File: src/rtl/calc_scan.sv
// +--------------------------------------------------------------------------+
// | calc_scan : four-function decimal keypad calculator with a scanned       |
// |             one-digit-per-cycle display output.                          |
// | Rev 1.0   : initial release                                              |
// +--------------------------------------------------------------------------+
`default_nettype none

module calc_scan #(
  parameter int NDIG  = 8,
  parameter int WIDTH = 27
) (
  input  logic       clock_i,
  input  logic       reset_i,
  input  logic [3:0] cmd_i,
  input  logic       cmd_valid_i,
  output logic [1:0] status_o,
  output logic [3:0] data_o,
  output logic [3:0] pos_o
);

  localparam int CW = $clog2(NDIG + 1);
  localparam int SW = (NDIG > 1) ? $clog2(NDIG) : 1;
  localparam int KW = $clog2(WIDTH);
  localparam int BW = 4 * NDIG;
  localparam int PW = 2 * WIDTH;

  function automatic logic [63:0] pow10m1(input int n);
    logic [63:0] p;
    p = 64'd1;
    for (int i = 0; i < n; i++) p = p * 64'd10;
    return p - 64'd1;
  endfunction

  localparam logic [PW-1:0] MAXP = PW'(pow10m1(NDIG));
  localparam logic [WIDTH:0] MAXS = (WIDTH + 1)'(pow10m1(NDIG));

  localparam logic [1:0] OP_ADD = 2'd0;
  localparam logic [1:0] OP_SUB = 2'd1;
  localparam logic [1:0] OP_MUL = 2'd2;

  typedef enum logic [2:0] {
    WAIT_A = 3'd0,
    WAIT_B = 3'd1,
    MULT   = 3'd2,
    CONV   = 3'd3,
    RESULT = 3'd4,
    ERROR  = 3'd5
  } state_t;

  state_t             state_q, state_d;
  logic [WIDTH-1:0]   opnd_q, opnd_d;
  logic [BW-1:0]      bcd_q, bcd_d;
  logic [CW-1:0]      cnt_q, cnt_d;
  logic [WIDTH-1:0]   rega_q, rega_d;
  logic [WIDTH-1:0]   regb_q, regb_d;
  logic [1:0]         op_q, op_d;
  logic [WIDTH-1:0]   res_q, res_d;
  logic [BW-1:0]      dd_q, dd_d;
  logic [PW-1:0]      mcand_q, mcand_d;
  logic [PW-1:0]      prod_q, prod_d;
  logic [KW-1:0]      cyc_q, cyc_d;
  logic [SW-1:0]      scan_q, scan_d;
  logic [1:0]         status_q, status_d;
  logic [3:0]         data_q, data_d;
  logic [3:0]         pos_q;

  logic               w_dig, w_op, w_eq, w_bs, w_clr;
  logic [1:0]         w_opc;
  logic [WIDTH:0]     w_sum;
  logic [PW-1:0]      w_prod_nx;
  logic [BW-1:0]      w_adj;
  logic [BW-1:0]      w_src;
  logic [NDIG-1:0]    w_nzup;
  logic               w_acc;

  assign w_dig = cmd_valid_i && (cmd_i <= 4'd9);
  assign w_op  = cmd_valid_i && (cmd_i >= 4'hA) && (cmd_i <= 4'hC);
  assign w_eq  = cmd_valid_i && (cmd_i == 4'hD);
  assign w_bs  = cmd_valid_i && (cmd_i == 4'hE);
  assign w_clr = cmd_valid_i && (cmd_i == 4'hF);

  always_comb begin
    case (cmd_i)
      4'hA:    w_opc = OP_ADD;
      4'hB:    w_opc = OP_SUB;
      default: w_opc = OP_MUL;
    endcase
  end

  assign w_sum     = {1'b0, rega_q} + {1'b0, opnd_q};
  assign w_prod_nx = prod_q + (regb_q[0] ? mcand_q : '0);

  // Double-dabble correction: every BCD digit >= 5 gets +3 before the shift.
  always_comb begin
    w_adj = dd_q;
    for (int k = 0; k < NDIG; k++) begin
      if (dd_q[4*k +: 4] >= 4'd5) w_adj[4*k +: 4] = dd_q[4*k +: 4] + 4'd3;
    end
  end

  assign w_src = (state_q == RESULT) ? dd_q : bcd_q;

  always_comb begin
    w_nzup = '0;
    w_acc  = 1'b0;
    for (int k = NDIG - 1; k >= 0; k--) begin
      w_acc     = w_acc | (w_src[4*k +: 4] != 4'd0);
      w_nzup[k] = w_acc;
    end
  end

  function automatic logic [1:0] status_of(input state_t s);
    case (s)
      WAIT_A, WAIT_B: return 2'b00;
      MULT, CONV:     return 2'b01;
      ERROR:          return 2'b10;
      default:        return 2'b11;
    endcase
  endfunction

  always_comb begin
    state_d = state_q;
    opnd_d  = opnd_q;
    bcd_d   = bcd_q;
    cnt_d   = cnt_q;
    rega_d  = rega_q;
    regb_d  = regb_q;
    op_d    = op_q;
    res_d   = res_q;
    dd_d    = dd_q;
    mcand_d = mcand_q;
    prod_d  = prod_q;
    cyc_d   = cyc_q;

    case (state_q)
      WAIT_A, WAIT_B: begin
        if (w_dig) begin
          if (cnt_q < CW'(NDIG)) begin
            opnd_d = opnd_q * WIDTH'(10) + WIDTH'(cmd_i);
            bcd_d  = {bcd_q[BW-5:0], cmd_i};
            cnt_d  = cnt_q + CW'(1);
          end
        end else if (w_bs) begin
          if (cnt_q != '0) begin
            opnd_d = opnd_q / WIDTH'(10);
            bcd_d  = {4'h0, bcd_q[BW-1:4]};
            cnt_d  = cnt_q - CW'(1);
          end
        end else if (w_op) begin
          if (state_q == WAIT_A) begin
            rega_d  = opnd_q;
            op_d    = w_opc;
            opnd_d  = '0;
            bcd_d   = '0;
            cnt_d   = '0;
            state_d = WAIT_B;
          end else if (cnt_q == '0) begin
            op_d = w_opc;
          end
        end else if (w_eq && state_q == WAIT_B) begin
          regb_d = opnd_q;
          dd_d   = '0;
          cyc_d  = '0;
          case (op_q)
            OP_ADD: begin
              if (w_sum > MAXS) state_d = ERROR;
              else begin
                res_d   = w_sum[WIDTH-1:0];
                state_d = CONV;
              end
            end
            OP_SUB: begin
              if (opnd_q > rega_q) state_d = ERROR;
              else begin
                res_d   = rega_q - opnd_q;
                state_d = CONV;
              end
            end
            default: begin
              mcand_d = {{WIDTH{1'b0}}, rega_q};
              prod_d  = '0;
              state_d = MULT;
            end
          endcase
        end
      end

      MULT: begin
        prod_d  = w_prod_nx;
        mcand_d = mcand_q << 1;
        regb_d  = regb_q >> 1;
        cyc_d   = cyc_q + KW'(1);
        if (cyc_q == KW'(WIDTH - 1)) begin
          cyc_d = '0;
          dd_d  = '0;
          if (w_prod_nx > MAXP) state_d = ERROR;
          else begin
            res_d   = w_prod_nx[WIDTH-1:0];
            state_d = CONV;
          end
        end
      end

      // res_q is rotated rather than shifted so it is intact after WIDTH steps.
      CONV: begin
        res_d = {res_q[WIDTH-2:0], res_q[WIDTH-1]};
        dd_d  = {w_adj[BW-2:0], res_q[WIDTH-1]};
        cyc_d = cyc_q + KW'(1);
        if (cyc_q == KW'(WIDTH - 1)) begin
          cyc_d   = '0;
          state_d = RESULT;
        end
      end

      RESULT: begin
        if (w_dig) begin
          opnd_d  = WIDTH'(cmd_i);
          bcd_d   = BW'(cmd_i);
          cnt_d   = CW'(1);
          state_d = WAIT_A;
        end else if (w_op) begin
          rega_d  = res_q;
          op_d    = w_opc;
          opnd_d  = '0;
          bcd_d   = '0;
          cnt_d   = '0;
          state_d = WAIT_B;
        end
      end

      default: ;
    endcase

    if (w_clr) begin
      state_d = WAIT_A;
      opnd_d  = '0;
      bcd_d   = '0;
      cnt_d   = '0;
      rega_d  = '0;
      regb_d  = '0;
      op_d    = OP_ADD;
      res_d   = '0;
      dd_d    = '0;
      mcand_d = '0;
      prod_d  = '0;
      cyc_d   = '0;
    end
  end

  assign status_d = status_of(state_d);
  assign scan_d   = (scan_q == SW'(NDIG - 1)) ? '0 : scan_q + SW'(1);

  always_comb begin
    data_d = w_src[4*int'(scan_q) +: 4];
    if (state_q == ERROR) data_d = 4'hE;
    else if (scan_q != '0 && !w_nzup[scan_q]) data_d = 4'hF;
  end

  always_ff @(posedge clock_i or posedge reset_i) begin
    if (reset_i) begin
      state_q  <= WAIT_A;
      opnd_q   <= '0;
      bcd_q    <= '0;
      cnt_q    <= '0;
      rega_q   <= '0;
      regb_q   <= '0;
      op_q     <= OP_ADD;
      res_q    <= '0;
      dd_q     <= '0;
      mcand_q  <= '0;
      prod_q   <= '0;
      cyc_q    <= '0;
      scan_q   <= '0;
      status_q <= 2'b00;
      data_q   <= 4'h0;
      pos_q    <= 4'h0;
    end else begin
      state_q  <= state_d;
      opnd_q   <= opnd_d;
      bcd_q    <= bcd_d;
      cnt_q    <= cnt_d;
      rega_q   <= rega_d;
      regb_q   <= regb_d;
      op_q     <= op_d;
      res_q    <= res_d;
      dd_q     <= dd_d;
      mcand_q  <= mcand_d;
      prod_q   <= prod_d;
      cyc_q    <= cyc_d;
      scan_q   <= scan_d;
      status_q <= status_d;
      data_q   <= data_d;
      pos_q    <= 4'(scan_q);
    end
  end

  assign status_o = status_q;
  assign data_o   = data_q;
  assign pos_o    = pos_q;

endmodule

`default_nettype wire

File: config.mk
export PLATFORM = sky130hd
export DESIGN_NAME = calc_scan
export DESIGN_NICKNAME = d
export VERILOG_FILES = /design/src/rtl/calc_scan.sv
export SDC_FILE = /design/constraint.sdc
export NUM_CORES = 1
export LEC_CHECK = 0
export BUFFER_PORTS_ARGS = -buffer_cell sky130_fd_sc_hd__buf_4
export CAP_MARGIN = 20
export CORE_MARGIN = 2
export CORE_UTILIZATION = 50
export DETAILED_ROUTE_END_ITERATION = 7
export GPL_TIMING_DRIVEN = 0
export HOLD_SLACK_MARGIN = 0.15
export PLACE_DENSITY = 0.67
export SLEW_MARGIN = 20
export SYNTH_ARGS = -nofsm -noshare
export SYNTH_HDL_FRONTEND = slang
export SYNTH_SLANG_ARGS = --single-unit
File: constraint.sdc
create_clock -name clock_i -period 13.1 [get_ports clock_i]
set_input_delay 2.62 -clock clock_i [delete_from_list [all_inputs] [get_ports clock_i]]
set_output_delay 2.62 -clock clock_i [all_outputs]
set_load 0.03 [all_outputs]
==> results.yml <==
yosys:
  ys.flop_type: "dfrtp_1"
  synth_cells: 2988
  yosys-top-cells-count: "306 x dfrtp_1, 285 x nor2_1, 253 x nand2_1"
  syn_area_per_cell_um2: 8.52
  ys_ff_latch: 306
  synth.distinct_cells: 117
  mappedNetlistNets: 3178
  synth_top_area_frac: 0.301
  ys_async_sr_fraction: 1.00
  yosys.area.top_type: "dfrtp_1"
  netlist_top_cells_area: "dfrtp_1 30%, ha_1 8.8%, a21oi_1 4.9%, nor2_1 4.2%, xnor2_1 4.1%"
  yosysWarnings: 0
  ys_seq_area_frac: 0.301
  syn-cell-area_um2: 25400
  yosysMostFrequentCell: "dfrtp_1"
  synth_edf_count: 0
global_routing:
  grt_max_degree: 100
  gr-total-overflow: 0
  grt_pass1_vias: 23400
  grt_antenna_before_repair: 0
  grt_usage: 0.295
  grt_pass1_wl_mm: 126
worst_setup_path:
  crit_required_ns: 13.55
  critical_path_class: "flop to flop"
  r2r_end: "res_q[18]"
  rrSetupSlack_ns: 2.37
  rr_worst_depth: 38
  critical-path-max-stage-delay_ns: 0.90
  rr_startpoint: "regb_q[0]"
  endpoint_kind: "flop"
  crit_top_cell: "a21oi_1"
  crit_path_max_fanout: 10
  cp_slowest_cell: "a21oi_1"
  start_kind: "flop"
  arrival_ns: 11.18
cells_and_area:
  fin_cells: 3742
  area_growth_pct: 8.64
  drive_above_1_share: 0.0665
  final_core_util: 0.551
  nNetsFinal: 3235
  seq_area_um2: 7660
  fillers: 4610
  multi_input_comb_area_um2: 16600
clock_tree:
  cts_max_path_buffers: 3
  cts_sinks: 306
  holdBufCountCts: 0
  cts-root-buf: "clkbuf_16"
  cts_tree: "built"
  insertion_delay_ns: 0.57
  post_cts_buffers: 0
  path_clk_slew_ns: 0.06
  cts_resized: 0
  cts-htree-levels: 2
  numCtsBuffers: 37
detailed_routing:
  vias: 23700
  vias_per_cell: 6.35
  drt_pass1_iterations: 6
  wirelength_mm: 78.6
  ant_nets: 0
  route.detailed.drc: 0
  first_iter_violations: 2351
  route.detailed.wl_per_inst_um: 21.0
sta:
  skew_ns: 0.0164
  finalCritPeriodShare: 0.819
  max_slew_margin: 0.255
  setup_ws_ns: 2.37
  worstMarginPinSlew_ns: 1.12
  min_period_ns: 10.73
  slew_violations: 0
  fmax_ghz: 0.0932
  finalHoldViolations: 0
  rsz0062_at_grt: "no"
  final-setup-viol-count: 0
pwr:
  power_density_nw_per_um2: 215
  vdd_drop_max_v: 0.000279
  leakage_nw: 12.3
place:
  gp_congestion: 0.912
  dp_hpwl_mm: 59.6
  portBuffers: 15
  dp.cells: 3678
  dp_slack_ns: 2.40
floorplanning:
  start_util: 0.507
  pin_count: 17
  die_width_um: 230
  core_area_um2: 50200
  dieHeight_um: 230
  dieArea_um2: 52700
  rows: 82
hold_path:
  hold_path.class: "flop to flop"
  hold_end: "pos_o[0]"
  hold_path.startpoint: "scan_q[0]"
  holdPathStages: 0
job:
  max-cap-violations: 0
run_status:
  status: "complete, no violations"
power breakdown:
group,internal [mW],switching [mW]
combinational,1.37,2.10
clock,0.579,0.430
sequential,1.19,0.288
cell usage in the layout (no fill, tap or decap), types with 18 or more instances in the layout:
master	netlist	final
a21o_1	26	26
o22ai_1	37	37
o211ai_1	20	20
a211oi_1	102	102
mux2i_1	91	91
and2_1	72	72
inv_1	100	99
ha_1	178	178
nor4_1	23	23
a22o_1	87	87
and3_1	19	19
a21oi_1	248	248
xnor2_1	119	119
o21ai_0	159	159
clkbuf_16	0	38
buf_4	4	19
o21bai_1	70	70
mux4_2	18	18
nand2b_1	24	24
dfrtp_1	306	306
a311oi_1	18	18
mux2_2	30	30
o31ai_1	52	52
nor2_1	285	285
nand3_1	50	50
xor2_1	39	39
a31oi_1	28	28
nor3_1	62	62
clkbuf_1	156	167
nand2_1	253	253
state kept, by name, summed over array words and instances (netlist names), 5 cells and up:
| signal | count |
|---|---|
| mcand_q | 54 |
| prod_q | 54 |
| bcd_q | 32 |
| dd_q | 32 |
| opnd_q | 27 |
| rega_q | 27 |
| regb_q | 27 |
| res_q | 27 |
| cyc_q | 5 |
critical path: cells and delay by family, from the launching register on:
kind | cells | cell delay [ns]
buf+inv | 3 | 1.51
mux | 1 | 0.41
flops | 1 | 0.32
compound gates | 19 | 4.38
simple gates | 13 | 3.54
fa+ha+maj | 1 | 0.25
xor+xnor | 1 | 0.19
stage by stage:
step	setup TNS (ns)	hold slack, ns	instance area [um^2]	power, mW
4_1_cts	0	0.440	27600	5.88
5_1_grt	0	0.451	27600	6.37
6_report	0	0.434	27600	5.96
2_1_floorplan	0	0.376	25400	4.01
3_5_place_dp	0	0.427	26500	4.86
3_3_place_gp	-489.67	0.412	26400	4.74
cell families after synthesis:
family | synth area share
compound gates | 0.275
simple gates | 0.161
buf+inv | 0.0477
flops | 0.301
fa+ha+maj | 0.0927
xor+xnor | 0.0569
mux | 0.0654
other cells | 0.000147
how the worst max path moves through the flow:
stage | from | slack [ns] | end
2_1_floorplan | reset_i | 2.02 | bcd_q[0]
3_3_place_gp | reset_i | -1.66 | dd_q[18]
3_5_place_dp | regb_q[0] | 2.40 | res_q[18]
4_1_cts | regb_q[0] | 2.31 | res_q[18]
5_1_grt | regb_q[0] | 1.63 | res_q[18]
6_report | regb_q[0] | 2.37 | res_q[18]
layer usage:
layer  vias up  track usage  part of all wire
met5         -            0                 0
met4         0       0.0992             0.027
met3       139       0.0299             0.057
met2       857        0.483              0.46
met1     11600        0.407              0.45
li1      11100            -                 -
area by class of cell:
type,count,area share
clock inverters,10,0.00380
clock buffers,53,0.0379
repair buffers,18,0.00706
diodes,1,0.0000905
plain buffers,195,0.0286
well taps,672,0.0304
flip-flops and latches,306,0.277
multi-input cells,2374,0.600
inverters,113,0.0156
(Power assumes the default switching activity.)
